`src/rtl/thorkn_audiochip_v2_if.sv`:
```
// Parallel register-write bus and pad outputs of the audio chip.
// The master side (tile harness or bench) drives enable, write data and
// address/strobe. The slave side (the sound generator) returns the
// audio/status byte and the bidirectional pad controls.
interface thorkn_audiochip_v2_if;
  logic       ena;
  logic [7:0] ui_in;
  logic [7:0] uio_in;
  logic [7:0] uo_out;
  logic [7:0] uio_out;
  logic [7:0] uio_oe;

  modport master (
    output ena, ui_in, uio_in,
    input  uo_out, uio_out, uio_oe
  );

  modport slave (
    input  ena, ui_in, uio_in,
    output uo_out, uio_out, uio_oe
  );
endinterface

```
`src/rtl/thorkn_audiochip_v2.sv`:
```
// Three-voice programmable sound generator.
// Each voice has a 16-bit phase accumulator, a square/saw/triangle/noise
// waveform and a 4-bit volume. The voices are summed into an 8-bit sample
// that drives a PWM audio pin. Voice registers are loaded one byte per
// rising edge of the write strobe on uio_in[4].
// The reset input keeps its legacy name rst_n but is active-high.
module thorkn_audiochip_v2 #(
  parameter int          NUM_VOICES = 3,
  parameter logic [15:0] LFSR_SEED  = 16'hACE1
) (
  input logic              clk,
  input logic              rst_n,
  thorkn_audiochip_v2_if.slave bus
);

  localparam logic [3:0] ADDR_GLOBAL = 4'd9;

  // ---------------------------------------------------------------------
  // Register file and write decode
  // ---------------------------------------------------------------------
  logic       we_prev_q;
  logic       wr_en;
  logic [3:0] wr_addr;

  logic [7:0] freq_lo_q [NUM_VOICES];
  logic [7:0] freq_hi_q [NUM_VOICES];
  logic [7:0] ctrl_q    [NUM_VOICES];
  logic       mute_q;

  // One write per strobe pulse: only the first cycle of a high strobe counts.
  assign wr_en   = bus.uio_in[4] & ~we_prev_q;
  assign wr_addr = bus.uio_in[3:0];

  // Register file: strobe edge tracking and byte writes. Writes are not
  // gated by ena so the host can program voices while the engine is paused.
  always_ff @(posedge clk or posedge rst_n) begin
    if (rst_n) begin
      we_prev_q <= 1'b0;
      mute_q    <= 1'b0;
      // NOTE: the register file is only nine bytes of flops, so every entry
      // is cleared on reset; a silent, known power-up voice setting matters
      // more than the reset fan-out.
      for (int v = 0; v < NUM_VOICES; v++) begin
        freq_lo_q[v] <= 8'h00;
        freq_hi_q[v] <= 8'h00;
        ctrl_q[v]    <= 8'h00;
      end
    end else begin
      // NOTE: sequential state uses non-blocking assignments so every flop
      // samples values from before the edge, independent of statement order.
      we_prev_q <= bus.uio_in[4];
      if (wr_en) begin
        for (int v = 0; v < NUM_VOICES; v++) begin
          if (wr_addr == 4'(3 * v))     freq_lo_q[v] <= bus.ui_in;
          if (wr_addr == 4'(3 * v + 1)) freq_hi_q[v] <= bus.ui_in;
          if (wr_addr == 4'(3 * v + 2)) ctrl_q[v]    <= bus.ui_in;
        end
        if (wr_addr == ADDR_GLOBAL) mute_q <= bus.ui_in[0];
        // Addresses 10..15 match nothing and are dropped.
      end
    end
  end

  // ---------------------------------------------------------------------
  // Voice datapath
  // ---------------------------------------------------------------------
  logic [16:0] acc     [NUM_VOICES];
  logic [15:0] phase_q [NUM_VOICES];
  logic [15:0] phase_d [NUM_VOICES];
  logic        carry   [NUM_VOICES];
  logic [15:0] lfsr_q  [NUM_VOICES];
  logic [15:0] lfsr_d  [NUM_VOICES];
  logic [7:0]  wave    [NUM_VOICES];
  logic [7:0]  level   [NUM_VOICES];

  // Next phase, accumulator carry and next LFSR state for every voice.
  // The LFSR is a right-shifting Fibonacci register with taps 16,14,13,11
  // and advances once per phase wrap, so noise pitch follows freq.
  always_comb begin
    for (int v = 0; v < NUM_VOICES; v++) begin
      acc[v]     = {1'b0, phase_q[v]} + {1'b0, freq_hi_q[v], freq_lo_q[v]};
      phase_d[v] = acc[v][15:0];
      carry[v]   = acc[v][16];
      lfsr_d[v]  = lfsr_q[v];
      if (carry[v]) begin
        lfsr_d[v] = {lfsr_q[v][0] ^ lfsr_q[v][2] ^ lfsr_q[v][3] ^ lfsr_q[v][5],
                     lfsr_q[v][15:1]};
      end
    end
  end

  // Waveform shaping and volume scaling per voice.
  always_comb begin
    for (int v = 0; v < NUM_VOICES; v++) begin
      // NOTE: every combinational output gets a default before the case so
      // no path leaves it unassigned, which would otherwise infer a latch.
      wave[v] = 8'h00;
      unique case (ctrl_q[v][1:0])
        2'd0: wave[v] = phase_q[v][15] ? 8'h00 : 8'hFF;
        2'd1: wave[v] = phase_q[v][15:8];
        2'd2: wave[v] = phase_q[v][15] ? ~phase_q[v][14:7] : phase_q[v][14:7];
        2'd3: wave[v] = lfsr_q[v][7:0];
        default: wave[v] = 8'h00;
      endcase
      // 8-bit wave times 4-bit volume, top 8 of 12 bits kept (max 239).
      level[v] = 8'((12'(wave[v]) * 12'(ctrl_q[v][7:4])) >> 4);
    end
  end

  // ---------------------------------------------------------------------
  // Mixer
  // ---------------------------------------------------------------------
  logic [9:0] sum;
  logic [7:0] mix;

  // Sum the voices into 10 bits and keep the top 8; mute forces silence.
  always_comb begin
    sum = 10'd0;
    for (int v = 0; v < NUM_VOICES; v++) begin
      sum = sum + 10'(level[v]);
    end
    mix = mute_q ? 8'h00 : sum[9:2];
  end

  // ---------------------------------------------------------------------
  // Oscillator state and PWM output stage
  // ---------------------------------------------------------------------
  logic [7:0] pwm_cnt_q;
  logic [7:0] mix_reg_q;
  logic       pwm_q;

  // Time-base state: advances only while ena is high, holds otherwise.
  // mix_reg is reloaded only at the end of a PWM period so each 256-cycle
  // period carries a single duty value.
  always_ff @(posedge clk or posedge rst_n) begin
    if (rst_n) begin
      for (int v = 0; v < NUM_VOICES; v++) begin
        phase_q[v] <= 16'h0000;
        lfsr_q[v]  <= LFSR_SEED;
      end
      pwm_cnt_q <= 8'h00;
      mix_reg_q <= 8'h00;
      pwm_q     <= 1'b0;
    end else if (bus.ena) begin
      for (int v = 0; v < NUM_VOICES; v++) begin
        phase_q[v] <= phase_d[v];
        lfsr_q[v]  <= lfsr_d[v];
      end
      pwm_cnt_q <= pwm_cnt_q + 8'd1;
      if (pwm_cnt_q == 8'hFF) mix_reg_q <= mix;
      pwm_q <= (pwm_cnt_q < mix_reg_q);
    end
  end

  // Pad outputs: PWM bit, voice phase MSBs and the upper nibble of the
  // current sample; the bidirectional pins are permanently inputs.
  assign bus.uo_out  = {mix_reg_q[7:4], phase_q[2][15], phase_q[1][15],
                        phase_q[0][15], pwm_q};
  assign bus.uio_out = 8'h00;
  assign bus.uio_oe  = 8'h00;

  // Address bits [7:5] and CTRL[3:2] carry no function.
  logic unused_bits;
  assign unused_bits = &{1'b0, bus.uio_in[7:5], ctrl_q[0][3:2],
                         ctrl_q[1][3:2], ctrl_q[2][3:2]};

endmodule

```
`src/flat_wrapper.sv`:
```
// flat-port wrapper written by rule: the top's interface ports become plain ports
module thorkn_audiochip_v2_flat 
#(
  parameter int          NUM_VOICES = 3,
  parameter logic [15:0] LFSR_SEED  = 16'hACE1
)
  (clk, rst_n, bus_ena, bus_ui_in, bus_uio_in, bus_uo_out, bus_uio_out, bus_uio_oe);
  thorkn_audiochip_v2_if bus_i ();
  input logic clk;
  input logic rst_n;
  input wire logic [$bits(bus_i.ena)-1:0] bus_ena;
  input wire logic [$bits(bus_i.ui_in)-1:0] bus_ui_in;
  input wire logic [$bits(bus_i.uio_in)-1:0] bus_uio_in;
  output wire logic [$bits(bus_i.uo_out)-1:0] bus_uo_out;
  output wire logic [$bits(bus_i.uio_out)-1:0] bus_uio_out;
  output wire logic [$bits(bus_i.uio_oe)-1:0] bus_uio_oe;
  assign bus_i.ena = bus_ena;
  assign bus_i.ui_in = bus_ui_in;
  assign bus_i.uio_in = bus_uio_in;
  assign bus_uo_out = bus_i.uo_out;
  assign bus_uio_out = bus_i.uio_out;
  assign bus_uio_oe = bus_i.uio_oe;
  thorkn_audiochip_v2 #(.NUM_VOICES(NUM_VOICES), .LFSR_SEED(LFSR_SEED)) u_core (.clk(clk), .rst_n(rst_n), .bus(bus_i));
endmodule
```
`config.mk`:
```
export PLATFORM = sky130hd
export DESIGN_NAME = thorkn_audiochip_v2_flat
export DESIGN_NICKNAME = d
export VERILOG_FILES = /design/src/rtl/thorkn_audiochip_v2_if.sv /design/src/rtl/thorkn_audiochip_v2.sv /design/src/flat_wrapper.sv
export SDC_FILE = /design/constraint.sdc
export NUM_CORES = 1
export LEC_CHECK = 0
export BUFFER_PORTS_ARGS = -buffer_cell sky130_fd_sc_hd__buf_2
export CAP_MARGIN = 20
export CORE_UTILIZATION = 45
export DETAILED_ROUTE_END_ITERATION = 12
export SETUP_SLACK_MARGIN = 0.5
export SLEW_MARGIN = 20
export SYNTH_ARGS = -nofsm -noshare
export SYNTH_HDL_FRONTEND = slang
export SYNTH_SLANG_ARGS = --single-unit
```
`constraint.sdc`:
```
create_clock -name clk -period 11.66 [get_ports clk]
set_clock_uncertainty 0.15 [all_clocks]
set_input_delay 0.583 -clock clk [delete_from_list [all_inputs] [get_ports clk]]
set_output_delay 0.583 -clock clk [all_outputs]
set_load 0.02 [all_outputs]
```
# == Yosys cells after proc, flatten, opt, wreduce, memory -nomap -nowiden ==
# Index checks and enable logic that the tools add are counted.
# classes
eq_ne,19
muxes,10
n_addsub,6
magnitude_cmp,1
n_reduce_logical,18
bitwise_logic,14
n_mul,3
# op_table
operator,n
$pmux 8 s4,3
$mux 8,7
$add 16x16->17,3
$mul 8x4->12,3
$reduce_and 2->1,14
$not 8->8,3
$eq 4x3->1 const B,4
$eq 2x2->1 const B,6
$add 10x8->10,1
$add 8x8->9,1
$xor 1x1->1,9
$add 8x1->8 const B,1
$eq 4x2->1 const B,2
$eq 4x4->1 const B,2
$eq 8x8->1 const B,1
$lt 8x8->1,1
$eq 2x1->1 const B,3
$logic_not 2->1,3
$eq 4x1->1 const B,1
$logic_not 4->1,1
$and 1x1->1,1
$not 1->1,1
# totals
reg_bits,187
output_inout_bits,24
wordCells,91
inputBits,19

# == Longest topological paths before layout ==
# Gate-level depths: netlist (run 1).
# depth
word_depth,7
ltp_mapped,29
ltp_nobuf,28

# == Worst setup path after synthesis (run 1) ==
# No wires, ideal clock.
# synth_path
path_type,register to register
from,register u_core.ctrl_q[8] in the netlist's numbering
to,register u_core.mix_reg_q[4]
synth_period_minus_slack_ns,6.426
setup_slack_ns,5.234
arrival_ns,6.154
required_ns,11.388
path_buffers,3
path_stages_with_launch,27
setup_time_ns,0.122
path_cell_list,dfrtp_1 > buf_2 > clkbuf_1 > clkbuf_1 > a21oi_1 > a21oi_1 > a21oi_1 > nand2b_1 > fa_1 > fa_1 > inv_1 > ha_1 > and3_1 > a41o_1 > a21oi_1 > xnor2_1 > inv_1 > fa_1 > inv_1 > ha_1 > a41o_1 > nand2_1 > inv_1 > or4_4 > a41o_1 > or3_1 > a32o_1
# synth_via
elab_chain_cells,6
word_cells_on_any_way,9
classes_between,add/sub (2); mul (1); eq/ne (3); mux (2); reduce/logical (1)
# synth_lines
item,line,text
"start, declared",thorkn_audiochip_v2.sv:27,logic [7:0] ctrl_q [NUM_VOICES];
"start signal, assigned by index",thorkn_audiochip_v2.sv:56,if (wr_addr == 4'(3 * v + 2)) ctrl_q[v] <= bus.ui_in;
$eq 2x2->1 (tied with other cells),thorkn_audiochip_v2.sv:98,unique case (ctrl_q[v][1:0])
$pmux 8 s4 (*),thorkn_audiochip_v2.sv:98,
$mul 8x4->12 (*),thorkn_audiochip_v2.sv:106,level[v] = 8'((12'(wave[v]) * 12'(ctrl_q[v][7:4])) >> 4);
$add 8x8->9 (*),thorkn_audiochip_v2.sv:120,sum = sum + 10'(level[v]);
$add 10x8->10 (*),thorkn_audiochip_v2.sv:120,
$mux 8 (*),thorkn_audiochip_v2.sv:122,mix = mute_q ? 8'h00 : sum[9:2];
"end signal, assigned",thorkn_audiochip_v2.sv:150,if (pwm_cnt_q == 8'hFF) mix_reg_q <= mix;
"end, declared",thorkn_audiochip_v2.sv:129,logic [7:0] mix_reg_q;
# Mark *: on every way between the ends. The rest lies on a longest branch, timed or not.
# A chain may end at the register's enable or synchronous reset.

# == Final worst setup path (run 1) ==
# Ends and elaborated chain as after synthesis.

==> flow_summary_export.csv, run 1 <==
group,metric,value,unit
global_routing,grt_overflow,0,
die,io_pins,43,
clock_tree,clk_path_buf_depth,2,
placement,globalplace.congestion,0.815,
timing,fmax,137,MHz
detailed_routing,vias,8826,
status,status,"finished, final reports clean",
die,core_region_area,0.0280,mm2
synth,ys_types,66,
min_path,hold_class,"primary input to async pin",
detailed_routing,wl_met1,12800,um
worst_setup_path,critPathBufInv,4,
detailed_routing,antenna_left,0,
clock_tree,cts_repair_resize_count,0,
timing,final-hold-violation-count,0,
die,rows,61,
final_layout,synthToLayoutAreaGrowth,7.69,%
clock_tree,cts-root-buf,"clkbuf_16",
synth,async_reset_ff_share,100,%
detailed_routing,dr_wl_met3,453,um
synth,synth_top_area_share,30.3,%
timing,rsz0062_at_grt,"no",
detailed_routing,avgRoutedWirePerCell,15.2,um
worst_setup_path,cp.arrival,7.45,ns
worst_setup_path,cp-start-kind,"flop",
detailed_routing,remaining_drc_errors,0,
global_routing,grt_pass1_vias,8657,
synth,yosysTopAreaCell,"dfrtp_1",
clock_tree,cts_tree,"built",
die,initial_core_util,46.2,%
final_layout,diodes,0,
synth,ys_top_cells_by_area,"dfrtp_1 (30%), mux2_2 (13%), ha_1 (11%), fa_1 (5.7%), dfstp_2 (4.9%)",
timing,tns,0,ns
clock_tree,clock_sinks,181,
synth,syn_inst,1261,
timing,relSlewSlack,37.3,%
detailed_routing,dr.pass1.iters,4,
final_layout,layout_common_cells,"dfrtp_1 (157), mux2_2 (147), ha_1 (113)",
worst_setup_path,cp_data_required_time,11.84,ns
detailed_routing,initialDrtViolationCount,416,
global_routing,grt_pass1_wl,43000,um
detailed_routing,via_per_inst,5.33,
timing,min_period_over_period,62.4,%
worst_setup_path,cp_slowest_stage_delay,0.77,ns
global_routing,grt_usage,18.5,%
timing,fin_crit,7.28,ns
worst_setup_path,crit_top_cell,"inv_1",
final_layout,fin_nets,1435,
synth,synth-edff-count,0,
clock_tree,clk_pin_slew,0.07,ns
final_layout,layout_commonest_cell,"dfrtp_1",
synth,avgSynthCellArea,10.3,um2
worst_setup_path,worstSetupPathType,"flop to flop",
clock_tree,htreeDepth,4,
final_layout,layout-drive-gt1-share,18.9,%
die,die_height,172,um
clock_tree,cts_setup_buffers,0,
clock_tree,cts_buffers,17,
detailed_routing,routed.top_layer,"met4",
worst_setup_path,crit_path_top_delay_cell,"nor2_1",
placement,dp_hpwl,18500,um
die,die_area,0.0295,mm2
synth,yosys_warnings,0,
timing,worst_pin_slew,0.941,ns
timing,setup_violations,0,
worst_setup_path,path_cells,"nor2_1 -> a211oi_1 -> o21ai_0 -> nand2_1 -> fa_1 -> fa_1 -> inv_1 -> ha_1 -> and3_1 -> a41o_1 -> a21oi_1 -> xnor2_1 -> inv_1 -> fa_1 -> inv_1 -> ha_1 -> a41o_1 -> nand2_1 -> inv_1 -> or4_4 -> a41o_1 -> or3_1 -> a32o_1",
global_routing,antenna_found_initial,0,
synth,synth_area,0.0129,mm2
synth,synth_flop_cell,"dfrtp_1",
worst_setup_path,crit_fanout,26,
global_routing,grt_max_degree,111,
run,drv_cap,0,
synth,synth_seq_area_share,35.2,%
detailed_routing,routed_wl,25200,um
clock_tree,cts_hold_buf,0,
timing,finalMaxSlewViolations,0,
worst_setup_path,critical_path.endpoint_type,"flop",
clock_tree,clk_latency,0.44,ns
placement,placed_cell_area,0.0133,mm2
die,die_w,172,um
detailed_routing,wl_met2,11700,um
placement,place.port_buffers,23,
synth,synth_seq_cells,181,
final_layout,final_area,0.0139,mm2
worst_setup_path,cp_top_family,"adder cells",
## per-layer routing
layer / vias up / global-route usage, %
li1: 4382 / -
met1: 4346 / 25.9
met2: 85 / 29.9
met3: 13 / 2.55
met4: 0 / 4.93
met5: - / 0
## cells in the mapped netlist, types with 24 or more instances
library cell	number
xnor2_1	55
ha_1	113
o21ai_0	40
inv_1	89
dfrtp_1	157
dfstp_2	24
nor2b_1	55
buf_4	24
xor2_1	27
a21oi_1	93
a21o_1	29
nand2_1	81
mux2_2	147
fa_1	37
nor2_1	48
## metrics by stage
stage	utilization [%]	instances	hold WS [ns]	worst slack, ns
CTS	49.7	1656	0.101	4.38
finish	49.8	1657	0.00866	4.38
detailed placement	47.5	1624	0.314	4.39
global route	49.8	1657	0.0361	3.98
global placement	47.5	1624	0.318	4.43
floorplan	-	1276	0.293	5.23
## sequential cells by signal (all words and copies together) (netlist names)
name,cells
u_core.mix_reg_q,8
u_core.pwm_q,1
u_core.freq_hi_q,24
u_core.freq_lo_q,24
u_core.mute_q,1
u_core.bus.uo_out,3
u_core.phase_q,45
u_core.we_prev_q,1
u_core.lfsr_q,48
u_core.pwm_cnt_q,8
u_core.ctrl_q,18
## final timing paths
path,cells past startpoint,end,from,slack (ns)
worst max-delay path,23,u_core.mix_reg_q[4],u_core.ctrl_q[8],4.38
worst min-delay path,2,u_core.lfsr_q[34],rst_n,0.009
worst max register to register,23,u_core.mix_reg_q[4],u_core.ctrl_q[8],4.38
worst min register to register,2,u_core.mix_reg_q[3],u_core.mix_reg_q[3],0.33
max in group asynchronous,4,u_core.mix_reg_q[1],rst_n,9.73
min in group clk,1,u_core.we_prev_q,bus_uio_in[4],0.12
## cell type report
cell class / instances / area, um2
inverter: 91 / 347
sequential: 181 / 4560
multi-input combinational: 946 / 7780
fill: 2556 / 14100
clock inverter: 11 / 151
clock buffer: 21 / 450
timing repair buffer: 29 / 180
tap: 378 / 473
## cells by family after synthesis
group                    share of synthesized area [%]
AND/OR/NAND/NOR                                   11.0
AO/OA/AOI/OAI                                     13.3
flip-flops                                        35.2
multiplexers                                      13.2
adder cells (fa/ha/maj)                           16.6
buffers and inverters                             5.11
XOR/XNOR                                          5.55
other                                           0.0290
Power of run 1 is left out: the tool's default activity adds up to more than one toggle a clock period on the data nets, which glitch-free logic cannot reach.
==> run 2, diff against run 1 <==
--- a/config.mk
+++ b/config.mk
@@ -5,6 +5,7 @@
 export SDC_FILE = /design/constraint.sdc
 export NUM_CORES = 1
 export LEC_CHECK = 0
+export ABC_AREA = 1
 export BUFFER_PORTS_ARGS = -buffer_cell sky130_fd_sc_hd__buf_2
 export CAP_MARGIN = 20
 export CORE_UTILIZATION = 45
==> constraint.sdc (replaced) <==
create_clock -name clk -period 7.55 [get_ports clk]
set_clock_uncertainty 0.15 [all_clocks]
set_input_delay 0.3775 -clock clk [delete_from_list [all_inputs] [get_ports clk]]
set_output_delay 0.3775 -clock clk [all_outputs]
set_load 0.02 [all_outputs]
==> run 2 against run 1 <==
Compared with the run above: hold slack improved by 0.22 ns; highest routed layer unchanged; critical path type unchanged; fmax increased by 21%; first-iteration DRC count increased by 91%; wire length increased by 18%; die area increased by 4.8%.
==> flow_summary_export.csv, run 2 <==
group,metric,value,unit
power,clkPwrFrac,15.0,%
synth,synth_xor_area_share,4.32,%
timing,fmax,166,MHz
final_layout,layout_common_cells,"nand2_1 (517), inv_1 (244), dfrtp_1 (157)",
final_layout,largest_reg_flops,48,
power,p_leak,0.00768,uW
synth,synth_simple_gate_area_share,24.3,%
clock_tree,cts_setup_buffers,0,
die,die_w,176,um
placement,place.port_buffers,23,
die,initial_core_util,45.8,%
die,rows,63,
worst_setup_path,cp.arrival,6.19,ns
synth,synth_compound_area_share,12.2,%
power,total_power,6280,uW
worst_setup_path,cp_slowest_stage_delay,0.61,ns
placement,dp_hpwl,22500,um
final_layout,final_cells,2210,
status,status,"finished, final reports clean",
final_layout,multi_input_area,0.00777,mm2
timing,fin_crit,6.02,ns
placement,preCtsSetupSlack,1.55,ns
placement,globalplace.congestion,0.869,
detailed_routing,initialDrtViolationCount,793,
worst_setup_path,crit_path_top_delay_cell,"dfrtp_1",
clock_tree,clk_latency,0.44,ns
synth,yosys_warnings,0,
synth,avgSynthCellArea,7.51,um2
synth,synth_area,0.0136,mm2
global_routing,grt_pass1_wl,51600,um
worst_setup_path,crit_top_cell,"inv_1",
detailed_routing,avgRoutedWirePerCell,13.5,um
die,die_height,176,um
final_layout,final_core_util,49.1,%
global_routing,grt_overflow,0,
synth,synth-edff-count,0,
die,core_region_area,0.0296,mm2
final_layout,fillers,2969,
synth,syn_inst,1808,
timing,min_period_over_period,79.7,%
synth,synth_fa_ha_area_share,15.9,%
run,drv_cap,0,
clock_tree,clk_path_buf_depth,2,
detailed_routing,routed_wl,29900,um
global_routing,grt_usage,20.6,%
min_path,hold_class,"primary input to flop",
power,ir_drop,0.383,mV
timing,relSlewSlack,36.2,%
timing,finalMaxSlewViolations,0,
worst_setup_path,critPathBufInv,7,
power,switchingPower,3000,uW
synth,ys_types,47,
synth,synth_seq_area_share,33.6,%
power,power_density,432,mW/mm2
clock_tree,clk_pin_slew,0.07,ns
detailed_routing,vias,11177,
final_layout,regMostFlops,"u_core.lfsr_q",
worst_setup_path,cp_data_required_time,7.72,ns
synth,ys_top_cells_by_area,"dfrtp_1 (29%), nand2_1 (14%), ha_1 (10%), inv_1 (6.8%), o21ai_0 (5.7%)",
detailed_routing,via_per_inst,5.06,
power,comb_power_share,59.3,%
power,intPower,3280,uW
final_layout,layout_commonest_cell,"nand2_1",
clock_tree,cts_tree,"built",
worst_setup_path,critical_path.endpoint_type,"flop",
synth,synth_top_family_by_area,"simple AND/OR/NAND/NOR gates",
synth,synth_top_area_share,28.9,%
timing,worst_pin_slew,0.957,ns
final_layout,diodes,0,
worst_setup_path,crit_fanout,16,
clock_tree,cts_buffers,17,
timing,fin_ws,1.53,ns
global_routing,grt_pass1_vias,10745,
clock_tree,clock_sinks,181,
clock_tree,cts-root-buf,"clkbuf_16",
timing,final-hold-violation-count,0,
power,switching_share,47.8,%
synth,synth_flop_cell,"dfrtp_1",
worst_setup_path,worstSetupPathType,"flop to flop",
synth,synth_seq_cells,181,
power,seqPwrFrac,25.7,%
synth,yosys.cell_count.top_type,"nand2_1",
final_layout,reg.largest.list,"u_core.lfsr_q (48), u_core.phase_q (45)",
worst_setup_path,cp_top_family,"adder cells",
detailed_routing,antenna_left,0,
detailed_routing,remaining_drc_errors,0,
synth,yosys-mux-area-fraction,0,%
timing,tns,0,ns
clock_tree,htreeDepth,4,
synth,yosysTopAreaCell,"dfrtp_1",
final_layout,fin_nets,1976,
synth,async_reset_ff_share,100,%
synth,ys_top_cells_by_count,"nand2_1 (517), inv_1 (245), dfrtp_1 (157)",
timing,setup_violations,0,
global_routing,antenna_found_initial,0,
final_layout,regArea,0.00456,mm2
worst_setup_path,cp-start-kind,"flop",
die,io_pins,43,
detailed_routing,dr.pass1.iters,5,
final_layout,synthToLayoutAreaGrowth,7.09,%
final_layout,layout-drive-gt1-share,6.48,%
timing,rsz0062_at_grt,"no",
placement,placedCellCount,2176,
global_routing,grt_max_degree,78,
die,die_area,0.0309,mm2
## run 2: cell count changes in the layout (fill, tap and decap cells not counted), moves of 12 or more
cell | previous run | this run
nand2_1 | 81 | 517
nand2b_1 | 23 | 0
o21ai_0 | 40 | 156
nor2b_1 | 55 | 0
mux2_2 | 147 | 0
nor2_1 | 48 | 113
nand3_1 | 11 | 104
xnor2_1 | 55 | 35
o2111ai_1 | 0 | 16
o21a_1 | 18 | 6
inv_1 | 88 | 244
a21o_1 | 29 | 2
## run 2: repair_timing
action	in CTS	in global routing
resized for setup	0	0
hold endpoints to repair	47	0
hold buffers	2	0
## run 2: layout make-up
| type | instances | share of cell area [%] |
|---|---|---|
| multi-input cells | 1326 | 53.4 |
| flip-flops and latches | 181 | 31.3 |
| inverters | 251 | 6.51 |
| well taps | 390 | 3.35 |
| clock buffers | 21 | 3.17 |
| repair buffers | 30 | 1.19 |
| clock inverters | 11 | 1.02 |
## run 2: through the flow
step,hold WS [ns],area (um2)
after floorplan,0.259,13600
after detailed placement,0.275,13900
after CTS,0.206,14500
after global routing,0.227,14500
after global placement,0.272,13900
final,0.227,14500
## run 2: cells by family after synthesis
kind of cell	Yosys count
compound gates	300
other cells	1
fa+ha+maj	150
xor+xnor	67
buf+inv	316
flops	181
simple gates	793
## run 2: metal layers
layer / up-vias / wire length, um / GRT usage (%)
met2: 150 / 14100 / 34.8
met3: 33 / 707 / 2.99
met4: 0 / 544 / 5.87
met1: 5230 / 14500 / 27.3
li1: 5764 / - / -
met5: - / 0 / 0
## run 2: final timing paths
check,from,end,slack [ns],cells past startpoint
max in group asynchronous,rst_n,u_core.freq_hi_q[21],5.59,4
max,u_core.bus.uo_out[1],u_core.mix_reg_q[5],1.53,28
max reg2reg,u_core.bus.uo_out[1],u_core.mix_reg_q[5],1.53,28
min reg2reg,u_core.lfsr_q[43],u_core.lfsr_q[42],0.31,2
min,bus_ui_in[2],u_core.freq_hi_q[2],0.23,3
min in group asynchronous,rst_n,u_core.phase_q[20],0.35,3
## run 2: power by group through the flow
| stage | logic [uW] | registers [uW] | clock network [uW] |
|---|---|---|---|
| 4_1_cts | 3750 | 1610 | 966 |
| 3_3_place_gp | 3650 | 1620 | 0 |
| 6_report | 3730 | 1610 | 942 |
| 2_1_floorplan | 3120 | 1490 | 0 |
| 3_5_place_dp | 3730 | 1630 | 0 |
| 5_1_grt | 4370 | 1660 | 996 |
## run 2: worst min-delay path, delay by kind of cell
kind / cells / cell delay, ns
buffers and inverters: 2 / 0.20
AOI/OAI and AO/OA: 1 / 0.19
Power figures use the tool's default switching activity.
